`src/rtl/uart_pkg.sv`:
```
// Shared definitions for the parametrised UART transceiver.
// Holds the parity / FSM state encodings, the baud rate table and the
// divisor helper used to build the per-rate divisor ROM.
package uart_pkg;

  typedef enum logic [1:0] {
    PAR_NONE = 2'b00,
    PAR_EVEN = 2'b01,
    PAR_ODD  = 2'b10,
    PAR_MARK = 2'b11
  } parity_mode_t;

  typedef enum logic [2:0] {TX_IDLE, TX_START, TX_DATA, TX_PARITY, TX_STOP} tx_state_t;
  typedef enum logic [2:0] {RX_IDLE, RX_START, RX_DATA, RX_PARITY, RX_STOP} rx_state_t;

  localparam int unsigned BAUD_TABLE [8] = '{300, 1200, 4800, 9600, 19200, 38400, 57600, 115200};

  // Rounded clocks per oversample tick.
  function automatic int unsigned baud_div(input int unsigned clk_freq,
                                           input logic [2:0]  idx,
                                           input int unsigned oversample);
    int unsigned den;
    den = BAUD_TABLE[idx] * oversample;
    return (clk_freq + den / 2) / den;
  endfunction

  // Parity bit that makes the frame satisfy `mode`, given the XOR of the payload.
  function automatic logic par_bit(input parity_mode_t mode, input logic ones_odd);
    case (mode)
      PAR_EVEN: return ones_odd;
      PAR_ODD:  return ~ones_odd;
      PAR_MARK: return 1'b1;
      default:  return 1'b0;
    endcase
  endfunction

endpackage

```
`src/rtl/uart_baud_gen.sv`:
```
// Oversample tick generator.
// Ports: clock/reset (sync, active high); baud_select picks the rate;
// idle allows the divisor to be re-registered; restart zeroes the phase
// so a new frame starts on a full-length tick; tick is a 1-cycle pulse
// every DIV clocks.
module uart_baud_gen
  import uart_pkg::*;
#(
  parameter int unsigned CLK_FREQ   = 50_000_000,
  parameter int unsigned OVERSAMPLE = 16
) (
  input  logic       clock,
  input  logic       reset,
  input  logic [2:0] baud_select,
  input  logic       idle,
  input  logic       restart,
  output logic       tick
);

  localparam logic [31:0] DIV_TAB [8] = '{
    baud_div(CLK_FREQ, 3'd0, OVERSAMPLE), baud_div(CLK_FREQ, 3'd1, OVERSAMPLE),
    baud_div(CLK_FREQ, 3'd2, OVERSAMPLE), baud_div(CLK_FREQ, 3'd3, OVERSAMPLE),
    baud_div(CLK_FREQ, 3'd4, OVERSAMPLE), baud_div(CLK_FREQ, 3'd5, OVERSAMPLE),
    baud_div(CLK_FREQ, 3'd6, OVERSAMPLE), baud_div(CLK_FREQ, 3'd7, OVERSAMPLE)};

  logic [31:0] div_q, cnt_q;

  // >= rather than == so a smaller divisor loaded mid-count cannot run away.
  assign tick = (cnt_q >= div_q - 32'd1);

  always_ff @(posedge clock) begin
    if (reset) begin
      div_q <= DIV_TAB[baud_select];
      cnt_q <= '0;
    end else begin
      if (idle) div_q <= DIV_TAB[baud_select];
      if (restart || tick) cnt_q <= '0;
      else                 cnt_q <= cnt_q + 32'd1;
    end
  end

endmodule

```
`src/rtl/uart_param_transceiver.sv`:
```
// Full-duplex UART: parametrised width/stop bits, runtime parity,
// 16x oversampled receive with 3-sample majority and false-start reject.
// Ports: clock, reset (sync, active high); baud_select, parity_mode;
// Tx_EN/Tx_WR/Tx_DATA -> Tx_BUSY, TxD; RxD, Rx_EN -> Rx_DATA, Rx_VALID,
// Rx_PERROR, Rx_FERROR.
// Build option UART_LOOPBACK_EN adds a `loopback` input that feeds TxD
// into the receiver and parks the external TxD high.
module uart_param_transceiver
  import uart_pkg::*;
#(
  parameter int unsigned CLK_FREQ   = 50_000_000,
  parameter int unsigned DATA_BITS  = 8,
  parameter int unsigned STOP_BITS  = 1,
  parameter int unsigned OVERSAMPLE = 16
) (
  input  logic                 clock,
  input  logic                 reset,
  input  logic [2:0]           baud_select,
  input  logic [1:0]           parity_mode,
  input  logic                 Tx_EN,
  input  logic                 Tx_WR,
  input  logic [DATA_BITS-1:0] Tx_DATA,
  output logic                 Tx_BUSY,
  output logic                 TxD,
  input  logic                 RxD,
  input  logic                 Rx_EN,
  output logic [DATA_BITS-1:0] Rx_DATA,
  output logic                 Rx_VALID,
  output logic                 Rx_PERROR,
  output logic                 Rx_FERROR
`ifdef UART_LOOPBACK_EN
  ,
  input  logic                 loopback
`endif
);

  localparam int OS_W = $clog2(OVERSAMPLE);
  localparam logic [OS_W-1:0] OS_LAST  = OS_W'(OVERSAMPLE - 1);
  localparam logic [OS_W-1:0] OS_EARLY = OS_W'(OVERSAMPLE / 2 - 1);
  localparam logic [OS_W-1:0] OS_MID   = OS_W'(OVERSAMPLE / 2);
  localparam logic [OS_W-1:0] OS_LATE  = OS_W'(OVERSAMPLE / 2 + 1);
  localparam logic [3:0] DATA_LAST = 4'(DATA_BITS - 1);
  localparam logic [3:0] STOP_LAST = 4'(STOP_BITS - 1);

  // ---------------- transmitter ----------------
  tx_state_t tx_state, tx_next;
  logic tx_tick, tx_start, tx_bit_end, tx_line, tx_par_bit, tx_par_en;
  logic [OS_W-1:0] tx_os;
  logic [3:0] tx_idx;
  logic [DATA_BITS-1:0] tx_sh;

  // ---------------- receiver ----------------
  rx_state_t rx_state, rx_next;
  logic rx_in, rx_s1, rx_s2, rx_prev;
  logic rx_tick, rx_start, rx_done, rx_fall, rx_bit_end, rx_smp_done, rx_maj;
  logic rx_pbit, rx_ferr;
  logic [1:0] rx_smp;
  logic [OS_W-1:0] rx_os;
  logic [3:0] rx_idx;
  logic [DATA_BITS-1:0] rx_sh;
  parity_mode_t rx_pm;

  logic both_idle;
  assign both_idle = (tx_state == TX_IDLE) && (rx_state == RX_IDLE);

  // Separate phase generators so a Tx write never shifts Rx sampling.
  uart_baud_gen #(.CLK_FREQ(CLK_FREQ), .OVERSAMPLE(OVERSAMPLE)) u_tx_baud (
    .clock(clock), .reset(reset), .baud_select(baud_select),
    .idle(both_idle), .restart(tx_start), .tick(tx_tick));

  uart_baud_gen #(.CLK_FREQ(CLK_FREQ), .OVERSAMPLE(OVERSAMPLE)) u_rx_baud (
    .clock(clock), .reset(reset), .baud_select(baud_select),
    .idle(both_idle), .restart(rx_start), .tick(rx_tick));

`ifdef UART_LOOPBACK_EN
  assign rx_in = loopback ? tx_line : RxD;
  assign TxD   = loopback ? 1'b1 : tx_line;
`else
  assign rx_in = RxD;
  assign TxD   = tx_line;
`endif

  assign Tx_BUSY    = (tx_state != TX_IDLE);
  assign tx_bit_end = tx_tick && (tx_os == OS_LAST);

  always_comb begin
    tx_next  = tx_state;
    tx_start = 1'b0;
    if (!Tx_EN) tx_next = TX_IDLE;
    else begin
      case (tx_state)
        TX_IDLE:   if (Tx_WR) begin tx_next = TX_START; tx_start = 1'b1; end
        TX_START:  if (tx_bit_end) tx_next = TX_DATA;
        TX_DATA:   if (tx_bit_end && tx_idx == DATA_LAST) tx_next = tx_par_en ? TX_PARITY : TX_STOP;
        TX_PARITY: if (tx_bit_end) tx_next = TX_STOP;
        TX_STOP:   if (tx_bit_end && tx_idx == STOP_LAST) tx_next = TX_IDLE;
        default:   tx_next = TX_IDLE;
      endcase
    end
  end

  always_comb begin
    case (tx_state)
      TX_START:  tx_line = 1'b0;
      TX_DATA:   tx_line = tx_sh[0];
      TX_PARITY: tx_line = tx_par_bit;
      default:   tx_line = 1'b1;
    endcase
  end

  always_ff @(posedge clock) begin
    if (reset) begin
      tx_state   <= TX_IDLE;
      tx_os      <= '0;
      tx_idx     <= '0;
      tx_sh      <= '0;
      tx_par_bit <= 1'b0;
      tx_par_en  <= 1'b0;
    end else begin
      tx_state <= tx_next;
      if (tx_start) begin
        tx_os      <= '0;
        tx_idx     <= '0;
        tx_sh      <= Tx_DATA;
        tx_par_bit <= par_bit(parity_mode_t'(parity_mode), ^Tx_DATA);
        tx_par_en  <= (parity_mode_t'(parity_mode) != PAR_NONE);
      end else if (tx_tick && tx_state != TX_IDLE) begin
        tx_os <= tx_os + OS_W'(1);
        if (tx_os == OS_LAST) begin
          // idx counts bits within the current state (data or stop)
          tx_idx <= (tx_next != tx_state) ? '0 : tx_idx + 4'd1;
          if (tx_state == TX_DATA) tx_sh <= tx_sh >> 1;
        end
      end
    end
  end

  // Receive: fall detect on the synchronised line, majority of 3 mid-bit samples.
  assign rx_fall     = rx_prev & ~rx_s2;
  assign rx_bit_end  = rx_tick && (rx_os == OS_LAST);
  assign rx_smp_done = rx_tick && (rx_os == OS_LATE);
  assign rx_maj      = (rx_smp[1] & rx_smp[0]) | (rx_smp[1] & rx_s2) | (rx_smp[0] & rx_s2);

  always_comb begin
    rx_next  = rx_state;
    rx_start = 1'b0;
    rx_done  = 1'b0;
    if (!Rx_EN) rx_next = RX_IDLE;
    else begin
      case (rx_state)
        RX_IDLE:   if (rx_fall) begin rx_next = RX_START; rx_start = 1'b1; end
        RX_START:  if (rx_tick && rx_os == OS_MID && rx_s2) rx_next = RX_IDLE;  // false start
                   else if (rx_bit_end) rx_next = RX_DATA;
        RX_DATA:   if (rx_bit_end && rx_idx == DATA_LAST) rx_next = (rx_pm != PAR_NONE) ? RX_PARITY : RX_STOP;
        RX_PARITY: if (rx_bit_end) rx_next = RX_STOP;
        // Finish at mid-point of the last stop bit so a following start edge is caught.
        RX_STOP:   if (rx_smp_done && rx_idx == STOP_LAST) begin rx_next = RX_IDLE; rx_done = 1'b1; end
        default:   rx_next = RX_IDLE;
      endcase
    end
  end

  always_ff @(posedge clock) begin
    if (reset) begin
      rx_s1     <= 1'b1;
      rx_s2     <= 1'b1;
      rx_prev   <= 1'b1;
      rx_state  <= RX_IDLE;
      rx_os     <= '0;
      rx_idx    <= '0;
      rx_smp    <= '0;
      rx_sh     <= '0;
      rx_pbit   <= 1'b0;
      rx_ferr   <= 1'b0;
      rx_pm     <= PAR_NONE;
      Rx_DATA   <= '0;
      Rx_VALID  <= 1'b0;
      Rx_PERROR <= 1'b0;
      Rx_FERROR <= 1'b0;
    end else begin
      rx_s1    <= rx_in;
      rx_s2    <= rx_s1;
      rx_prev  <= rx_s2;
      rx_state <= rx_next;
      Rx_VALID <= rx_done;
      if (rx_start) begin
        rx_os   <= '0;
        rx_idx  <= '0;
        rx_ferr <= 1'b0;
        rx_pm   <= parity_mode_t'(parity_mode);
      end else if (rx_tick && rx_state != RX_IDLE) begin
        rx_os <= rx_os + OS_W'(1);
        if (rx_os == OS_EARLY) rx_smp[1] <= rx_s2;
        if (rx_os == OS_MID)   rx_smp[0] <= rx_s2;
        if (rx_os == OS_LATE) begin
          case (rx_state)
            RX_DATA:   rx_sh   <= {rx_maj, rx_sh[DATA_BITS-1:1]};
            RX_PARITY: rx_pbit <= rx_maj;
            RX_STOP:   if (!rx_maj) rx_ferr <= 1'b1;
            default:   ;
          endcase
        end
        if (rx_os == OS_LAST) rx_idx <= (rx_next != rx_state) ? '0 : rx_idx + 4'd1;
      end
      if (rx_done) begin
        Rx_DATA   <= rx_sh;
        Rx_PERROR <= (rx_pm != PAR_NONE) && (rx_pbit != par_bit(rx_pm, ^rx_sh));
        Rx_FERROR <= rx_ferr | ~rx_maj;
      end
    end
  end

endmodule

```
`config.mk`:
```
export PLATFORM = sky130hd
export DESIGN_NAME = uart_param_transceiver
export DESIGN_NICKNAME = d
export VERILOG_FILES = /design/src/rtl/uart_pkg.sv /design/src/rtl/uart_baud_gen.sv /design/src/rtl/uart_param_transceiver.sv
export SDC_FILE = /design/constraint.sdc
export NUM_CORES = 1
export LEC_CHECK = 0
export ABC_AREA = 1
export ABC_CLOCK_PERIOD_IN_PS = 8100
export CORE_MARGIN = 3
export CORE_UTILIZATION = 40
export DETAILED_ROUTE_END_ITERATION = 6
export GPL_TIMING_DRIVEN = 0
export RECOVER_POWER = 50
export SETUP_SLACK_MARGIN = 0.2
export SLEW_MARGIN = 5
export SYNTH_ARGS = -nofsm -noshare
export SYNTH_HDL_FRONTEND = slang
export SYNTH_SLANG_ARGS = --single-unit
export TNS_END_PERCENT = 5
```
`constraint.sdc`:
```
create_clock -name clock -period 8.1 [get_ports clock]
set_clock_uncertainty 0.2 [all_clocks]
set_input_delay 1.215 -clock clock [delete_from_list [all_inputs] [get_ports clock]]
set_output_delay 1.215 -clock clock [all_outputs]
set_load 0.01 [all_outputs]
```
==> impl_metrics.ini, run 1 <==
[sta]
period_share_pct = 66.6
period_needed_ps = 5390
slew_violations = 0
fmax_mhz = 185
rsz0062_at_grt = no
setup_ws_ps = 2710
final_hold_viol_count = 0
tightestPinTransition_ps = 828
relSlewSlack_pct = 44.4
finalSetupViolations = 0
tns_ps = 0

[final_layout]
antenna_cells = 0
fillers = 1994
num-nets-final = 1257
drive_above_1_share_pct = 6.17
areaGrowthSynthToFinish_pct = 14.5

[synthesis]
synth_area_leaders = dfxtp_1 (30%), ha_1 (13%), nand2_1 (9.8%)
ys_warn_count = 0
ys_types = 43
yosysMostFrequentCell = nand2_1
ys_seq_area_share_pct = 34.6
yosys.area.top_type_share_pct = 30.2
postSynthAreaPerCell_um2 = 7.43
syn_inst = 1106
synth-async-reset-ratio_pct = 0
synthFlopType = dfxtp_1
yosys.area.top_type = dfxtp_1
ys_ff_latch = 136
yosys-top-cells-count = nand2_1 (214), nor2_1 (145), inv_1 (137)
synth_nets = 1208
synth-edff-count = 12
netlist_area_um2 = 8210

[clock_network]
root_buffer = clkbuf_16
cts_hold_buf = 0
cts_setup_buffers = 0
htreeDepth = 4
cts.sinks = 136
cts_buffer_depth = 2
cts_tree = built
path_clk_slew_ps = 60
cts_buffers = 17
clk_latency_ps = 420
postCtsResizedCells = 0

[place]
post-place-ws_ps = 3040
port_buffers = 29
hpwl_um = 13400
place_congestion = 0.824

[floorplanning]
dieWidth_um = 149
pin_count = 32
num_rows = 51
die_y_um = 149
die-area_um2 = 22300
start_util_pct = 41.4
coreArea_um2 = 19800

[run]
maxCapViolations = 0

[status]
status = complete, no violations

[drt]
routed_via_density = 4.83
routed_wl_um = 17300
vias = 6910
wl_met3_um = 417
antenna_left = 0
wl_met2_um = 7970
dr.pass1.iters = 5
wire_per_inst_um = 12.1
highest_layer = met4
drc_errors = 0
met1_length_um = 8730
drtIter0Drc = 272

[worst_setup_path]
worst_path_max_delay_cell = nor3_1
cpPeakStageDelay_ps = 670
cp_max_fo = 8
crit_family = simple AND/OR/NAND/NOR gates
crit_required_ps = 8260
r2r_start = u_tx_baud.div_q[2]
critPathArrivalTime_ps = 5550
startpoint_type = register
cpMostUsedCell = nand2_1
path_buf_inv = 0
crit_start = u_tx_baud.div_q[2]
end_kind = register
crit_type = register to register

[power_and_ir_drop]
finalPower_mw = 1.57
ir_drop_uv = 125
p_leak_nw = 3.92
clkPwrFrac_pct = 48.0
power.switching_mw = 0.393
power_frac_comb_pct = 7.3
power_density_nw_per_um2 = 167
swShare_pct = 25.0
p_int_mw = 1.18
pwr-share-seq_pct = 44.8

[grt]
antenna_found_initial = 0
grt_first_pass_wirelength_um = 29800
grt_max_degree = 17
grt-ovfl-total = 0
grt_pass1_vias = 6655
grt_use_total_pct = 16.2

[min_path]
hold_start = rx_s1
hp-class = register to register
[cells by family after synthesis]
kind of cell               synth area share (%)
AOI/OAI and AO/OA                          9.93
muxes                                     0.244
xor gates and xnor gates                   6.18
DFF                                        34.6
buffers and inverters                      7.48
adders and majority gates                  12.6
and+or+nand+nor                            28.9
[area by class of cell]
class                      count  area [µm²]  share of cell area (%)
multi-input combinational    807        4740                    50.5
sequential                   136        2840                    30.2
inverter                     145         544                    5.79
clock buffer                  19         454                    4.83
tap                          265         332                    3.53
timing repair buffer          30         294                    3.13
clock inverter                12         120                    1.28
buffer                        18        70.1                   0.745
[power by group through the flow]
stage	combinational (mW)	clock, mW	sequential [mW]
CTS	0.117	0.774	0.702
global route	0.133	0.797	0.704
finish	0.114	0.753	0.702
floorplan	0.0804	0	0.714
detailed placement	0.116	0	0.717
global placement	0.113	0	0.717
[routing by layer]
metal	vias to the layer above	global-route usage (%)
met3	11	3.07
met5	-	0
met2	73	27.2
li1	3725	-
met1	3101	21.3
met4	0	4.44
[registers in the layout, summed over array words and instances (netlist names), 4 cells and up]
signal / cells
u_tx_baud.div_q: 12
u_rx_baud.cnt_q: 32
u_tx_baud.cnt_q: 32
rx_idx: 4
rx_os: 4
tx_os: 4
rx_sh: 8
tx_sh: 8
Rx_DATA: 8
tx_idx: 4
[metrics by stage]
step / util [%] / cell area, µm² / cells / hold WS (ps)
floorplan: - / 8210 / 1106 / 189
global placement: 44.5 / 8840 / 1400 / 198
detailed placement: 44.6 / 8840 / 1401 / 195
CTS: 47.5 / 9420 / 1432 / 210
global route: 47.4 / 9400 / 1432 / 230
finish: 47.4 / 9400 / 1432 / 216
[final timing paths]
| check | depth (start not counted) | slack [ps] | to |
|---|---|---|---|
| setup / recovery | 25 | 2710 | tx_idx[3] |
| hold / removal | 1 | 220 | rx_s2 |
| setup reg to reg | 25 | 2710 | tx_idx[3] |
| hold reg to reg | 1 | 220 | rx_s2 |
[placed cells by master, fill, tap and decap left out, types with 29 or more instances in the layout]
cell type  count
nand4_1       29
ha_1          83
xor2_1        39
a21oi_1       76
nand3_1       44
inv_1        137
dfxtp_1      124
nand2_1      215
o21ai_0       39
nor2_1       145
No activity file was read; power rests on OpenSTA's default activity.
==> inputs of run 2 (changes only) <==
ABC_CLOCK_PERIOD_IN_PS = 4600   (was 8100)
clock period = 4.6 ns   (was 8.1 ns; I/O delays follow)
==> run 2 against run 1 <==
  * Maximum frequency grew 28%
  * Global-route usage increased by 0.17 points
  * Non-clock buffer count rose by 15
  * Critical path depth rose by 2
  * Via count up 1.7%
  * Count of clock-buffer cells in the layout did not move
  * First-iteration DRC count rose by 0.37%
  * Hold slack is essentially flat
  * Flip-flop and latch count did not move
  * Sequential share of layout area down 1.3 points
  * Critical path type unchanged
==> impl_metrics.ini, run 2 (same netlist as run 1, synthesis figures left out) <==
[drt]
drc_errors = 0
dr.pass1.iters = 4
vias = 7029
antenna_left = 0
wire_per_inst_um = 12.3
drtIter0Drc = 273
routed_via_density = 4.86
routed_wl_um = 17800

[worst_setup_path]
end_kind = register
cp_max_fo = 5
cpMostUsedCell = nand2_1
startpoint_type = register
crit_type = register to register
crit_required_ps = 4760
cpPeakStageDelay_ps = 400
worst_path_max_delay_cell = edfxtp_1
critPathArrivalTime_ps = 4380

[final_layout]
final_cell_mix = nand2_1 (203), nor2_1 (137), inv_1 (135), dfxtp_1 (124), ha_1 (74)
drive_above_1_share_pct = 10.7
multi_input_area_um2 = 5030
antenna_cells = 0
top_regs = u_rx_baud.cnt_q (32), u_tx_baud.cnt_q (32), u_tx_baud.div_q (12)
final_core_util_pct = 49.4
num-nets-final = 1272
layout_commonest_cell = nand2_1
areaGrowthSynthToFinish_pct = 19.4
fillers = 1952
regArea_um2 = 2840

[floorplanning]
coreArea_um2 = 19800
start_util_pct = 41.4
pin_count = 32
die_y_um = 149
die-area_um2 = 22300
num_rows = 51
dieWidth_um = 149

[power_and_ir_drop]
finalPower_mw = 2.78
p_leak_nw = 4.05
ir_drop_uv = 223
power_density_nw_per_um2 = 284

[sta]
tightestPinTransition_ps = 696
period_share_pct = 91.7
fmax_mhz = 237
tns_ps = 0
final_hold_viol_count = 0
slew_violations = 0
relSlewSlack_pct = 53.6
finalSetupViolations = 0
period_needed_ps = 4220
rsz0062_at_grt = yes

[run]
maxCapViolations = 0

[grt]
grt_first_pass_wirelength_um = 30100
antenna_found_initial = 0
grt_max_degree = 17
grt_pass1_vias = 6727
grt-ovfl-total = 0
grt_use_met3_pct = 3.10
met2_usage_pct = 27.4
busiest_layer = met2
grt_use_total_pct = 16.4
gr-usage-met1_pct = 21.3

[clock_network]
htreeDepth = 4
path_clk_slew_ps = 60
cts_hold_buf = 0
cts_buffer_depth = 2
cts_buffers = 17
clk_latency_ps = 420
cts_tree = built
cts.sinks = 136
root_buffer = clkbuf_16

[place]
hpwl_um = 13400
port_buffers = 29
place_congestion = 0.824

[status]
status = complete, no violations

[min_path]
hp-class = register to register
[run 2: timing repair]
| action | CTS | global route |
|---|---|---|
| endpoints found under the setup margin | 110 | 76 |
| buffers inserted | 8 | 7 |
| resized for setup | 14 | 44 |
| pin swaps | 4 | 21 |
[run 2: layer usage]
layer / up-vias / share of wire [%]
li1: 3760 / -
met2: 83 / 47
met4: 0 / 1.6
met5: - / 0
met1: 3163 / 49
met3: 23 / 2.7
[run 2: worst paths after layout]
| path | startpoint | to | slack [ps] | cells past startpoint |
|---|---|---|---|---|
| setup / recovery | u_tx_baud.div_q[1] | tx_idx[0] | 380 | 27 |
| hold / removal | rx_s1 | rx_s2 | 220 | 1 |
| hold reg to reg | rx_s1 | rx_s2 | 220 | 1 |
| setup reg to reg | u_tx_baud.div_q[1] | tx_idx[0] | 380 | 27 |
[run 2: worst max-delay path: cells and delay by family (launching register included)]
family	cells	cell delay (ps)
buffers and inverters	2	250
adder cells (fa/ha/maj)	1	320
AND/OR/NAND/NOR	24	2960
flip-flops	1	400
[run 2: layout make-up]
type	count	area share, %
Multi-Input combinational cell	807	51.2
Timing Repair Buffer	45	4.26
Clock buffer	19	4.63
Inverter	145	5.55
Buffer	18	0.740
Sequential cell	136	29.0
Clock inverter	12	1.22
Tap cell	265	3.38
[run 2: power by group]
group | internal, mW | leakage, nW | switching [mW]
Sequential | 1.22 | 1.13 | 0.0194
Clock | 0.780 | 0.275 | 0.550
Combinational | 0.0799 | 2.65 | 0.133
Total | 2.08 | 4.05 | 0.703
[run 2: per-stage QoR]
stage          area (µm²)  cells  worst slack, ps  hold WS [ps]
2_1_floorplan        8210   1106              698           189
3_3_place_gp         8840   1400             -434           198
3_5_place_dp         8840   1401             -462           195
4_1_cts              9540   1440              206           210
5_1_grt              9810   1447             88.6           230
6_report             9810   1447              382           216
